**src/rtl/par16_pkg.sv**
```systemverilog
// Shared definitions for the 16-bit parallel host-bus initiator: request opcodes,
// sync words, FSM encoding and slave command codes for the sequencer.
package par16_pkg;

  typedef enum logic [1:0] {
    OP_SYNC      = 2'b00,
    OP_WRITE     = 2'b01,
    OP_READ      = 2'b10,
    OP_WAIT_DONE = 2'b11
  } op_e;

  localparam logic [15:0] SYNC_WORD1 = 16'hB8B8;
  localparam logic [15:0] SYNC_WORD2 = 16'h8B8B;

  typedef enum logic [3:0] {
    S_IDLE,
    S_SYNC_CLK,
    S_SYNC_W1,
    S_SYNC_W2,
    S_W_SETUP,
    S_W_CLKLO,
    S_W_DATA,
    S_W_CLKHI,
    S_R_SETUP,
    S_R_CLKLO,
    S_R_CLKHI,
    S_WAIT_DONE
  } state_e;

  // Slave command codes, written as data words by the sequencer.
  localparam logic [7:0] CMD_SET_HASH_OP = 8'h01;
  localparam logic [7:0] CMD_SET_TARGET  = 8'h02;
  localparam logic [7:0] CMD_SET_PREFIX  = 8'h03;
  localparam logic [7:0] CMD_START       = 8'h04;
  localparam logic [7:0] CMD_STR_LEN     = 8'h05;

endpackage

```
**src/rtl/par16_in_sync.sv**
```systemverilog
// Two-flop synchronizer for the asynchronous slave status lines.
module par16_in_sync #(
  parameter int W = 2
) (
  input  logic         clk,
  input  logic         reset,
  input  logic [W-1:0] d_i,
  output logic [W-1:0] q_o
);

  logic [W-1:0] s1_q, s2_q;

  always_ff @(posedge clk) begin
    if (reset) begin
      s1_q <= '0;
      s2_q <= '0;
    end else begin
      s1_q <= d_i;
      s2_q <= s1_q;
    end
  end

  assign q_o = s2_q;

endmodule

```
**src/rtl/par16_master.sv**
```systemverilog
// Initiator for the 16-bit parallel host bus: turns single-word requests into
// phased bus_clk/bus_rnw/bus_data sequences. All bus outputs are registered.
module par16_master
  import par16_pkg::*;
#(
  parameter int unsigned PHASE_CYCLES = 3,
  parameter int unsigned DONE_TIMEOUT = 65535
) (
  input  logic        clk,
  input  logic        reset,
  input  logic        cmd_valid,
  output logic        cmd_ready,
  input  logic [1:0]  cmd_op,
  input  logic [15:0] cmd_data,
  output logic        rsp_valid,
  output logic [15:0] rsp_data,
  output logic        rsp_error,
  output logic        bus_clk,
  output logic        bus_rnw,
  output logic [15:0] bus_data_out,
  output logic        bus_data_oe,
  input  logic [15:0] bus_data_in,
  input  logic        bus_done,
  input  logic        bus_match
);

  localparam logic [7:0]  PM1    = 8'(PHASE_CYCLES - 1);
  localparam logic [31:0] TO_LIM = 32'(DONE_TIMEOUT - 1);

  state_e      state_q, state_d;
  logic [7:0]  cnt_q, cnt_d;
  logic        hi2_q, hi2_d;
  logic [31:0] wcnt_q, wcnt_d;
  logic [15:0] word_q, word_d;
  logic        bclk_q, bclk_d;
  logic        rnw_q, rnw_d;
  logic [15:0] dout_q, dout_d;
  logic        rsp_valid_q, rsp_valid_d;
  logic [15:0] rsp_data_q, rsp_data_d;
  logic        rsp_error_q, rsp_error_d;
  logic        done_s, match_s, phase_end;

  par16_in_sync #(.W(2)) u_sync (
    .clk   (clk),
    .reset (reset),
    .d_i   ({bus_done, bus_match}),
    .q_o   ({done_s, match_s})
  );

  assign phase_end = (cnt_q == 8'd0);

  always_comb begin
    state_d     = state_q;
    // Free-running reload: every timed state exits on phase_end, so this
    // equals a load on entry; IDLE acceptance loads explicitly.
    cnt_d       = phase_end ? PM1 : cnt_q - 8'd1;
    hi2_d       = hi2_q;
    wcnt_d      = wcnt_q;
    word_d      = word_q;
    bclk_d      = bclk_q;
    rnw_d       = rnw_q;
    dout_d      = dout_q;
    rsp_valid_d = 1'b0;
    rsp_data_d  = rsp_data_q;
    rsp_error_d = rsp_error_q;
    case (state_q)
      S_IDLE: if (cmd_valid) begin
        word_d = cmd_data;
        cnt_d  = PM1;
        wcnt_d = 32'd1;
        case (op_e'(cmd_op))
          OP_SYNC:  begin state_d = S_SYNC_CLK; bclk_d = 1'b1; rnw_d = 1'b0; end
          OP_WRITE: begin state_d = S_W_SETUP;  rnw_d = 1'b0; end
          OP_READ:  begin state_d = S_R_SETUP;  rnw_d = 1'b1; end
          default:  state_d = S_WAIT_DONE;
        endcase
      end
      S_SYNC_CLK: if (phase_end) begin state_d = S_SYNC_W1; dout_d = SYNC_WORD1; end
      S_SYNC_W1:  if (phase_end) begin state_d = S_SYNC_W2; dout_d = SYNC_WORD2; end
      S_SYNC_W2:  if (phase_end) state_d = S_IDLE;
      S_W_SETUP:  if (phase_end) begin state_d = S_W_CLKLO; bclk_d = 1'b0; end
      S_W_CLKLO:  if (phase_end) begin state_d = S_W_DATA; dout_d = word_q; end
      S_W_DATA:   if (phase_end) begin state_d = S_W_CLKHI; bclk_d = 1'b1; hi2_d = 1'b0; end
      // High phase is two counter passes so P up to 255 fits the 8-bit counter.
      S_W_CLKHI:  if (phase_end) begin
        if (hi2_q) state_d = S_IDLE;
        else       hi2_d   = 1'b1;
      end
      S_R_SETUP:  if (phase_end) begin state_d = S_R_CLKLO; bclk_d = 1'b0; end
      S_R_CLKLO:  if (phase_end) begin state_d = S_R_CLKHI; bclk_d = 1'b1; end
      S_R_CLKHI:  if (phase_end) begin
        state_d     = S_IDLE;
        rsp_valid_d = 1'b1;
        rsp_data_d  = bus_data_in;
        rsp_error_d = 1'b0;
      end
      S_WAIT_DONE: begin
        wcnt_d = wcnt_q + 32'd1;
        if (done_s) begin
          state_d     = S_IDLE;
          rsp_valid_d = 1'b1;
          rsp_data_d  = {15'b0, match_s};
          rsp_error_d = 1'b0;
        end else if (DONE_TIMEOUT != 0 && wcnt_q >= TO_LIM) begin
          // Response lands DONE_TIMEOUT cycles after acceptance.
          state_d     = S_IDLE;
          rsp_valid_d = 1'b1;
          rsp_data_d  = 16'h0000;
          rsp_error_d = 1'b1;
        end
      end
      default: state_d = S_IDLE;
    endcase
  end

  always_ff @(posedge clk) begin
    if (reset) begin
      state_q     <= S_IDLE;
      cnt_q       <= 8'd0;
      hi2_q       <= 1'b0;
      wcnt_q      <= 32'd0;
      word_q      <= 16'h0000;
      bclk_q      <= 1'b1;
      rnw_q       <= 1'b0;
      dout_q      <= 16'h0000;
      rsp_valid_q <= 1'b0;
      rsp_data_q  <= 16'h0000;
      rsp_error_q <= 1'b0;
    end else begin
      state_q     <= state_d;
      cnt_q       <= cnt_d;
      hi2_q       <= hi2_d;
      wcnt_q      <= wcnt_d;
      word_q      <= word_d;
      bclk_q      <= bclk_d;
      rnw_q       <= rnw_d;
      dout_q      <= dout_d;
      rsp_valid_q <= rsp_valid_d;
      rsp_data_q  <= rsp_data_d;
      rsp_error_q <= rsp_error_d;
    end
  end

  assign cmd_ready    = (state_q == S_IDLE) && !reset;
  assign rsp_valid    = rsp_valid_q;
  assign rsp_data     = rsp_data_q;
  assign rsp_error    = rsp_error_q;
  assign bus_clk      = bclk_q;
  assign bus_rnw      = rnw_q;
  assign bus_data_out = dout_q;
  assign bus_data_oe  = !rnw_q;

endmodule

```
**config.mk**
```make
export PLATFORM = sky130hd
export DESIGN_NAME = par16_master
export DESIGN_NICKNAME = d
export VERILOG_FILES = /design/src/rtl/par16_pkg.sv /design/src/rtl/par16_in_sync.sv /design/src/rtl/par16_master.sv
export SDC_FILE = /design/constraint.sdc
export NUM_CORES = 1
export LEC_CHECK = 0
export ABC_AREA = 0
export BUFFER_PORTS_ARGS = -buffer_cell sky130_fd_sc_hd__buf_2
export CAP_MARGIN = 10
export CORE_AREA = 2 2 98 100
export CTS_CLUSTER_DIAMETER = 80
export DETAILED_ROUTE_END_ITERATION = 10
export DIE_AREA = 0 0 100 102
export HOLD_SLACK_MARGIN = 0.05
export PLACE_DENSITY = 0.74
export SLEW_MARGIN = 25
export SYNTH_ARGS = -nofsm -noshare
export SYNTH_HDL_FRONTEND = slang
export SYNTH_SLANG_ARGS = --single-unit
```
**constraint.sdc**
```tcl
create_clock -name clk -period 1.92 [get_ports clk]
set_input_delay 0.096 -clock clk [delete_from_list [all_inputs] [get_ports clk]]
set_output_delay 0.096 -clock clk [all_outputs]
set_load 0.005 [all_outputs]
```
# Word level (Yosys, flattened, before mapping)
# Cells that the tools add are included.
# totals
regBits	101
input_bits	39
output_inout_bits	38
# op_classes
add_sub_neg	2
n_lt_le_gt_ge	1
eq_ne	29
muxes	42
reduce_logical	24
# op_table
operator	count
$mux W16	6
$pmux W32 S2	1
$mux W4	13
$pmux W16 S3	1
$pmux W4 S11	1
$add A32 B1 Y32 const B	1
$ge A32 B16 Y1 const B	1
$mux W32	1
$pmux W16 S2	1
$mux W8	3
$ne A2 B2 Y1 const B	11
$eq A4 B3 Y1 const B	4
$eq A4 B4 Y1 const B	4
$pmux W4 S3	1
$reduce_and A12 Y1	1
$mux W1	9
$reduce_and A3 Y1	3
$eq A4 B2 Y1 const B	2
$logic_not A8 Y1	1
$ne A2 B1 Y1 const B	4
$pmux W1 S2	4
$reduce_bool A2 Y1	4
$reduce_or A2 Y1	4
$sub A8 B1 Y8 const B	1
13 further kinds	16

# Logic depth before layout (Yosys ltp)
# Gate-level depths: netlist (run 1).
# depth
word_depth	4
mapped_depth	8

# By module
# Synthesis (run 1) repeated with hierarchy kept, for this count alone.
# unflattened
cells_unflattened	520
hier_area_um2	4406.7
# by_module_without_submodules
module	n_inst	cells_each	area_each_um2	seq_area_each_um2
par16_master	1	512	4301.6	1941.9
par16_in_sync	1	8	105.1	80.1

# Worst setup path after synthesis (run 1)
# No wires, ideal clock.
# synth_timing
kind	register -> register
startpoint	reg cnt_q[0]
endpoint	reg dout_q[11] (netlist: bus_data_out[11])
setup_time_ns	0.132
arrival_ns	1.816
path_slack_ns	-0.028
path_stages_with_launch	9
synth_period_minus_slack_ns	1.948
cell_sequence	dfxtp_1 -> inv_1 -> ha_1 -> nor3b_1 -> nand2_2 -> or3_2 -> buf_2 -> nor3_1 -> nor3_1
# synth_between
elab_chain_len	3
word_cells_on_any_way	5
cone_classes	3 x eq/ne; 2 x reduce/logical
# synth_rtl
element	line_no	source
start: declaration	par16_master.sv:31	logic [7:0] cnt_q, cnt_d;
start signal: assignment	par16_master.sv:131	cnt_q <= cnt_d;
$logic_not A8 Y1 (*)	par16_master.sv:50	assign phase_end = (cnt_q == 8'd0);
$ne A2 B2 Y1 (no line)	-	
$reduce_and A4 Y1 (no line) (*)	-	
end signal: assignment	par16_master.sv:137	dout_q <= dout_d;
end: declaration	par16_master.sv:37	logic [15:0] dout_q, dout_d;
# Every way passes the cells marked *; elsewhere a longest branch is shown, timed or not.
# A chain may end at the register's enable or synchronous reset.

# Final worst setup path (run 1)
# layout_timing
startpoint	reg wcnt_q[0]
endpoint	reg rsp_data_q[13] (netlist: rsp_data[13])
# layout_between
elab_chain_len	3
# layout_rtl
element	line_no	source
start: declaration	par16_master.sv:33	logic [31:0] wcnt_q, wcnt_d;
start signal: assignment	par16_master.sv:133	wcnt_q <= wcnt_d;
$ge A32 B16 Y1	par16_master.sv:104	end else if (DONE_TIMEOUT != 0 && wcnt_q >= TO_LIM) begin
$ne A3 B2 Y1 (no line)	-	
$reduce_and A3 Y1 (no line)	-	
end signal: assignment	par16_master.sv:139	rsp_data_q <= rsp_data_d;
end: declaration	par16_master.sv:39	logic [15:0] rsp_data_q, rsp_data_d;
# Every way passes these cells.

==> summary.txt, run 1 <==
Global routing
  • Initial antenna violation count: 0
  • GR Util All Layers: between 20 and 25%
  • Vias in the first global route: roughly 4000
  • Global-route wire length before repair: around 18 mm
  • Largest net degree at the start of global routing: 39
  • Final global-route overflow total: 0

Synthesis
  • Yosys warning count: 0
  • Mapped Avg Cell Area: approximately 8.5 um2
  • Syn nets: approximately 570
  • Cell variety after synth: 61
  • Ys flop type: dfxtp_1
  • #FFs+latches synth: 101
  • Syn Inst Count: around 530
  • Post-synth ARST share: 0%
  • Cell Area, Synth: approximately 4500 um2
  • Register area share after synthesis: about 45%
  • Number of synthesized flops with an enable pin: 0

STA
  • Worst-Margin Slew: about 430 ps
  • Slew Viols, Final: 0
  • Worst Setup Slack, final: approximately 3 ps
  • Fin. Hold Viols: 0
  • Skew final: 12.4 ps
  • Fmax: approximately 520 MHz
  • Fin crit share: ~100%
  • Post-route minimum period: 1920 ps
  • RSZ-0062 raised after global routing: true
  • Finish-stage setup viols: 0
  • WHS: around 56 ps
  • Worst relative slew slack: between 70% and 80%

Placed design
  • Detailed Place HPWL: between 7 and 8 mm
  • Post-Place Setup Slack: -1.61 ps
  • Placed cell count: 720
  • I/O Buffers: 76
  • Final GP Congestion: around 0.86

Setup path
  • Critical Path AT: around 2200 ps
  • CP Max Fanout: 8
  • CP max stage cell: dfxtp_2
  • Req. time, crit path: 2240 ps
  • Cell family contributing the most delay on the critical path: compound AO/OA/AOI/OAI gates
  • CP bufs+invs: 3
  • CP Class: reg2reg
  • Crit end category: register
  • Worst path max stage delay: about 350 ps
  • Critical Path Source Type: register
  • Worst-path cell chain: inv_2 > ha_2 > o211a_1 > and4_4 > o31a_1 > nor3_4 > buf_6 > buf_12 > a22o_1

Drt
  • Drt wl/cell: approximately 15 um
  • Final Routed Wirelength: roughly 12 mm
  • Initial drt markers: between 300 and 400
  • Detailed Routing Iterations Pass 1: 4
  • DRC errors left: 0
  • Vias per cell: about 5.7
  • Vias: 4396
  • Remaining antenna violation count after routing: 0

CTS
  • Worst-case clock buffer depth: 2
  • Worst-path clk slew: approximately 110 ps
  • Clock sink count: approximately 100
  • Root Driver: clkbuf_8
  • Cts bufs inserted: 9
  • CTS H-tree lvls: 3
  • CTS tree: built
  • Worst-Skew Late Latency: ~380 ps

Die
  • Total die area: a little over 10000 um2
  • # rows: 35
  • Core Box Area: a little over 9000 um2
  • Initial core utilization: roughly half
  • # IOs: between 70 and 80
  • Die Ht: a little over 100 um
  • Die W: 100 um

Power and ir drop
  • Leak: 2.43 nW
  • PwrDens: just over 1000 nW/um2
  • VDD IR max: about 0.00049 V

Run
  • Max-Cap Viols: 0

Status
  • Outcome: complete, no violations

Cells and area
  • Layout Cells excl Fill: around 780
  • # diodes: 0
  • Final nets: 706
  • Share of layout cells above drive strength 1: 26.8%
  • Most common cell after layout, fill and taps aside: dfxtp_1
  • Layout area overhead: 31.1%
  • Most frequent cells in the layout: 95 x dfxtp_1, 76 x buf_2, 67 x nand2_1

Worst hold path
  • HP Class: in2reg
[Yosys cell counts (2+ instances only)]
cell type	count	share of area, %
xor2_1	4	0.78
nor4_1	5	0.70
or2_2	2	0.28
o21ai_0	7	0.78
nor3_1	23	2.6
nand3_1	20	2.2
nor3b_1	4	0.67
nand4b_1	2	0.39
o211ai_1	6	1.0
nand2_1	67	5.6
a311oi_1	3	0.59
mux2_2	8	2.0
a22o_1	15	2.9
nor2_1	59	4.9
inv_1	11	0.92
and2_1	4	0.56
a211oi_1	3	0.50
and4_1	8	1.6
and3_1	6	0.84
a21oi_1	52	5.8
or3_1	7	0.98
buf_2	10	1.1
nor2b_1	6	0.84
xnor2_1	4	0.78
or2_0	2	0.28
dfxtp_1	101	45
buf_4	4	0.67
a2bb2oi_1	4	0.78
or4_1	5	0.84
o311ai_0	3	0.59
a31oi_1	5	0.70
nand4_1	8	1.1
ha_1	7	2.0
mux2i_1	3	0.67
clkbuf_1	16	1.3
nand3b_1	6	1.0
[report_power, final]
group	switching, mW	total, mW	internal [mW]	leakage, nW
sequential	0.182	2.53	2.35	0.822
combinational	1.18	2.21	1.04	1.51
clock	0.804	1.31	0.503	0.0989
total	2.16	6.05	3.89	2.43
[per-layer routing]
layer	GRT usage, %	wire length, um	vias up
li1	-	-	2146
met2	38.4	5660	155
met1	26.8	5020	2075
met5	0	0	-
met4	5.90	184	0
met3	5.54	693	20
[registers in the layout (all words and copies together) (netlist names), 2 cells and up]
signal        cells
wcnt_q           32
bus_data_out     16
rsp_data         16
word_q           16
cnt_q             8
state_q           4
u_sync.q_o        2
u_sync.s1_q       2
[metrics by stage]
| stage | power (mW) | instance area, um2 | util (%) | setup TNS [ps] |
|---|---|---|---|---|
| 6_report | 6.05 | 5880 | 64.6 | 0 |
| 5_1_grt | 6.39 | 5880 | 64.6 | -805 |
| 4_1_cts | 5.85 | 5740 | 63.0 | 0 |
| 3_5_place_dp | 4.49 | 5210 | 57.2 | -1.61 |
| 3_3_place_gp | 4.44 | 5210 | 57.2 | 0 |
| 2_1_floorplan | 3.80 | 4500 | - | 0 |
[cell families after synthesis]
family	count (synthesis)	share of synthesized area (%)
compound gates	107	15.3
xor+xnor	8	1.56
fa+ha+maj	7	1.95
buf+inv	42	4.30
flops	101	45.1
mux	11	2.68
simple gates	249	29.1
[final timing paths]
path | slack, ps | cells after the start | to | from
worst max-delay path | 3 | 9 | rsp_data[13]$_SDFFE_PP0P_ | wcnt_q[0]$_SDFFE_PP0P_
worst min register to register | 430 | 1 | cnt_q[0]$_SDFF_PP0_ | cnt_q[0]$_SDFF_PP0_
worst min-delay path | 60 | 2 | bus_rnw$_SDFFE_PP0P_ | reset
worst max register to register | 3 | 9 | rsp_data[13]$_SDFFE_PP0P_ | wcnt_q[0]$_SDFFE_PP0P_
[repair_timing]
item                       in CTS  in global routing
gates resized for setup         3                 22
pin swaps                       1                  4
buffers inserted                0                  6
cloned                          0                  1
setup endpoints to repair       7                 39
hold endpoints to repair       33                  0
hold buffers                   33                  0
[final cells by class]
| cell class | instances | area, um2 |
|---|---|---|
| Clock inverter | 7 | 67.6 |
| Inverter | 11 | 41.3 |
| Timing Repair Buffer | 155 | 1130 |
| Fill cell | 734 | 3230 |
| Sequential cell | 101 | 2030 |
| Clock buffer | 9 | 124 |
| Tap cell | 111 | 139 |
| Multi-Input combinational cell | 382 | 2350 |
Power figures use the tool's default switching activity.
==> run 2, diff against run 1 <==
- CORE_AREA: 2 2 98 100 -> 2 2 93 95
- DIE_AREA: 0 0 100 102 -> 0 0 95 97
- PLACE_DENSITY: 0.74 -> 0.78
- clock period: 1.92 -> 1.8 ns (I/O delays scaled with it)
==> run 2 against run 1 <==
Compared with the run above: the run now ends with negative setup slack left; clock power up 5%; sequential share of layout area down 1.9 points; worst setup slack worse by 42 ps; worst hold slack better by 76 ps; routed wire length up 13%; critical path depth down 2; non-clock buffer count up 31.
==> summary.txt, run 2 (synthesis gave the netlist of run 1 again) <==
Status
  • Outcome: finished with violations
  • Failing checks: negative setup slack

Global routing
  • Initial antenna violation count: 0 (unchanged)
  • Met1 usage: 34.2% (+7.3 points)
  • Final global-route overflow total: 0 (unchanged)
  • Met3 Use GR: 4.28% (-1.3 points)
  • Global-route wire length before repair: 19.5 mm (+6.9%)
  • Met2 Resource Use GR: 42.8% (+4.4 points)
  • Top Usage Layer GRT: met2
  • GR Util All Layers: 26.0% (+4.1 points)
  • Largest net degree at the start of global routing: 39 (unchanged)
  • Vias in the first global route: 4239 (+4.9%)

Placed design
  • Final GP Congestion: 0.900 (+4.3%)
  • Placed cell count: 730 (+1.4%)
  • I/O Buffers: 76 (unchanged)
  • Detailed Place HPWL: 7.87 mm (+7.0%)
  • Cell area after placement: 5320 um2 (+2.2%)

Setup path
  • R2r setup slk: -40 ps (-40 ps)
  • CP max stage cell: or3_4
  • Critical Path AT: 2100 ps (-140 ps)
  • CP Class: reg2reg
  • Worst-path cell chain: nor4_4 > nand2_2 > or3_4 > buf_6 > buf_6 > nand2_2 > a21oi_2
  • R2R cell count: 7 (-2)
  • CP bufs+invs: 2 (-1)
  • Critical Path Source Type: register
  • Worst reg2reg path endpoint: bus_data_out[14]$_SDFFE_PP0P_
  • Worst flop-to-flop path startpoint: cnt_q[4]$_SDFF_PP0_
  • Req. time, crit path: 2060 ps (-180 ps)
  • Worst path max stage delay: 460 ps (+110 ps)
  • CP Max Fanout: 6 (-2)
  • Cell family contributing the most delay on the critical path: simple AND/OR/NAND/NOR gates
  • Crit end category: register

Drt
  • Initial drt markers: 304 (-7.0%)
  • Drt wl/cell: 16.4 um (+10%)
  • Remaining antenna violation count after routing: 0 (unchanged)
  • DRC errors left: 0 (unchanged)
  • Vias: 4687 (+6.6%)
  • Vias per cell: 5.86 (+3.4%)
  • Final Routed Wirelength: 13.1 mm (+13%)
  • Detailed Routing Iterations Pass 1: 5 (+1)

CTS
  • CTS H-tree lvls: 3 (unchanged)
  • Root Driver: clkbuf_8
  • Clock sink count: 101 (unchanged)
  • Worst-case clock buffer depth: 2 (unchanged)
  • Worst-Skew Late Latency: 370 ps (about the same)
  • Worst-path clk slew: 110 ps (about the same)
  • CTS tree: built
  • Cts bufs inserted: 9 (unchanged)

Cells and area
  • Most frequent cells in the layout: 89 x dfxtp_1, 76 x buf_2, 63 x buf_4
  • Final core occ: 77.4% (+13 points)
  • Top reg by flops: wcnt_q
  • Max FFs per register: 32 (unchanged)
  • # diodes: 0 (unchanged)
  • Share of layout cells above drive strength 1: 35.5% (+8.8 points)
  • Layout Cells excl Fill: 800 (+3.1%)
  • Most common cell after layout, fill and taps aside: dfxtp_1
  • Final nets: 737 (+4.4%)
  • Layout area overhead: 40.4%
  • Final instance area: 6300 um2 (+7.1%)

Die
  • # IOs: 77 (unchanged)
  • Die Ht: 97 um (-4.9%)
  • # rows: 33 (-5.7%)
  • Die W: 95 um (-5.0%)
  • Core Box Area: 8130 um2 (-11%)
  • Total die area: 9220 um2 (-9.7%)
  • Initial core utilization: 55.1% (+5.9 points)

STA
  • Worst-Margin Slew: 470 ps (+38.6 ps)
  • Worst relative slew slack: 68.7% (-2.6 points)
  • Fin crit share: 102% (+2.3 points)
  • Skew final: 14.2 ps (+1.88 ps)
  • Worst Setup Slack, final: -38.9 ps (-41.9 ps)
  • Slew Viols, Final: 0 (unchanged)
  • Post-route minimum period: 1840 ps (-78.1 ps)
  • Fin. Hold Viols: 0 (unchanged)
  • RSZ-0062 raised after global routing: true
  • Fmax: 544 MHz (+4.2%)
  • Finish-stage setup viols: 6 (+6)

Worst hold path
  • Hold Path Depth: 2 (unchanged)
  • Min-delay src: reset
  • HP Class: in2reg
  • Min-Delay Endpoint: bus_data_out[9]$_SDFFE_PP0P_

Power and ir drop
  • PwrDens: 1110 nW/um2 (+8.1%)
  • Leak: 2.63 nW (+8.3%)
  • VDD IR max: 0.000657 V (+34%)
  • Final Power: 7.01 mW (+16%)

Run
  • Max-Cap Viols: 0 (unchanged)
[run 2: repair_timing]
| item | CTS | global route |
|---|---|---|
| endpoints found under the hold margin | 33 | 0 |
| resized for setup | 20 | 63 |
| hold buffers | 33 | 0 |
| pin swaps | 7 | 22 |
| cloned | 0 | 2 |
| setup buffers | 7 | 13 |
| setup endpoints to repair | 22 | 59 |
[run 2: how the worst max path moves through the flow]
| stage | from | slack (ps) | cells past startpoint | endpoint |
|---|---|---|---|---|
| 5_1_grt | cnt_q[4]$_SDFF_PP0_ | -110 | 7 | bus_data_out[14]$_SDFFE_PP0P_ |
| 6_report | cnt_q[4]$_SDFF_PP0_ | -40 | 7 | bus_data_out[14]$_SDFFE_PP0P_ |
| 2_1_floorplan | cnt_q[0]$_SDFF_PP0_ | 10 | 7 | state_q[0]$_SDFFE_PP0P_ |
| 3_5_place_dp | state_q[1]$_SDFFE_PP0P_ | -100 | 6 | state_q[2]$_SDFFE_PP0P_ |
| 4_1_cts | cnt_q[1]$_SDFF_PP0_ | 3 | 9 | bus_data_out[6]$_SDFFE_PP0P_ |
| 3_3_place_gp | cnt_q[0]$_SDFF_PP0_ | -3 | 6 | rsp_data[5]$_SDFFE_PP0P_ |
[run 2: power breakdown]
part           internal (mW)  leakage [nW]  switching (mW)
clock network          0.528        0.0901           0.850
registers               2.52         0.826           0.216
logic                   1.41          1.71            1.48
[run 2: layout make-up]
class | instances | area (um2)
Clock buffer | 9 | 124
Clock inverter | 6 | 56.3
Fill cell | 491 | 1840
Inverter | 11 | 41.3
Multi-Input combinational cell | 382 | 2530
Sequential cell | 101 | 2050
Tap cell | 105 | 131
Timing Repair Buffer | 186 | 1370
[run 2: worst register-to-register path: stages, from the launching register on]
cell     delay (ps)
dfxtp_4         370
nor4_4          370
nand2_2         160
or3_4           470
buf_6           150
buf_6           110
nand2_2          60
a21oi_2          50
[run 2: per-layer routing]
metal / up-vias / share of wire (%)
li1: 2206 / -
met1: 2246 / 42
met2: 200 / 49
met3: 35 / 6.3
met4: 0 / 2.4
met5: - / 0
[run 2: metrics by stage]
stage / worst slack (ps) / hold WS (ps) / setup TNS (ps)
final: -38.9 / 131 / -108
after global routing: -114 / 121 / -2210
after CTS: 3.12 / 114 / 0
after detailed placement: -103 / 311 / -647
after global placement: -2.78 / 304 / -21.8
after floorplan: 13.2 / 218 / 0
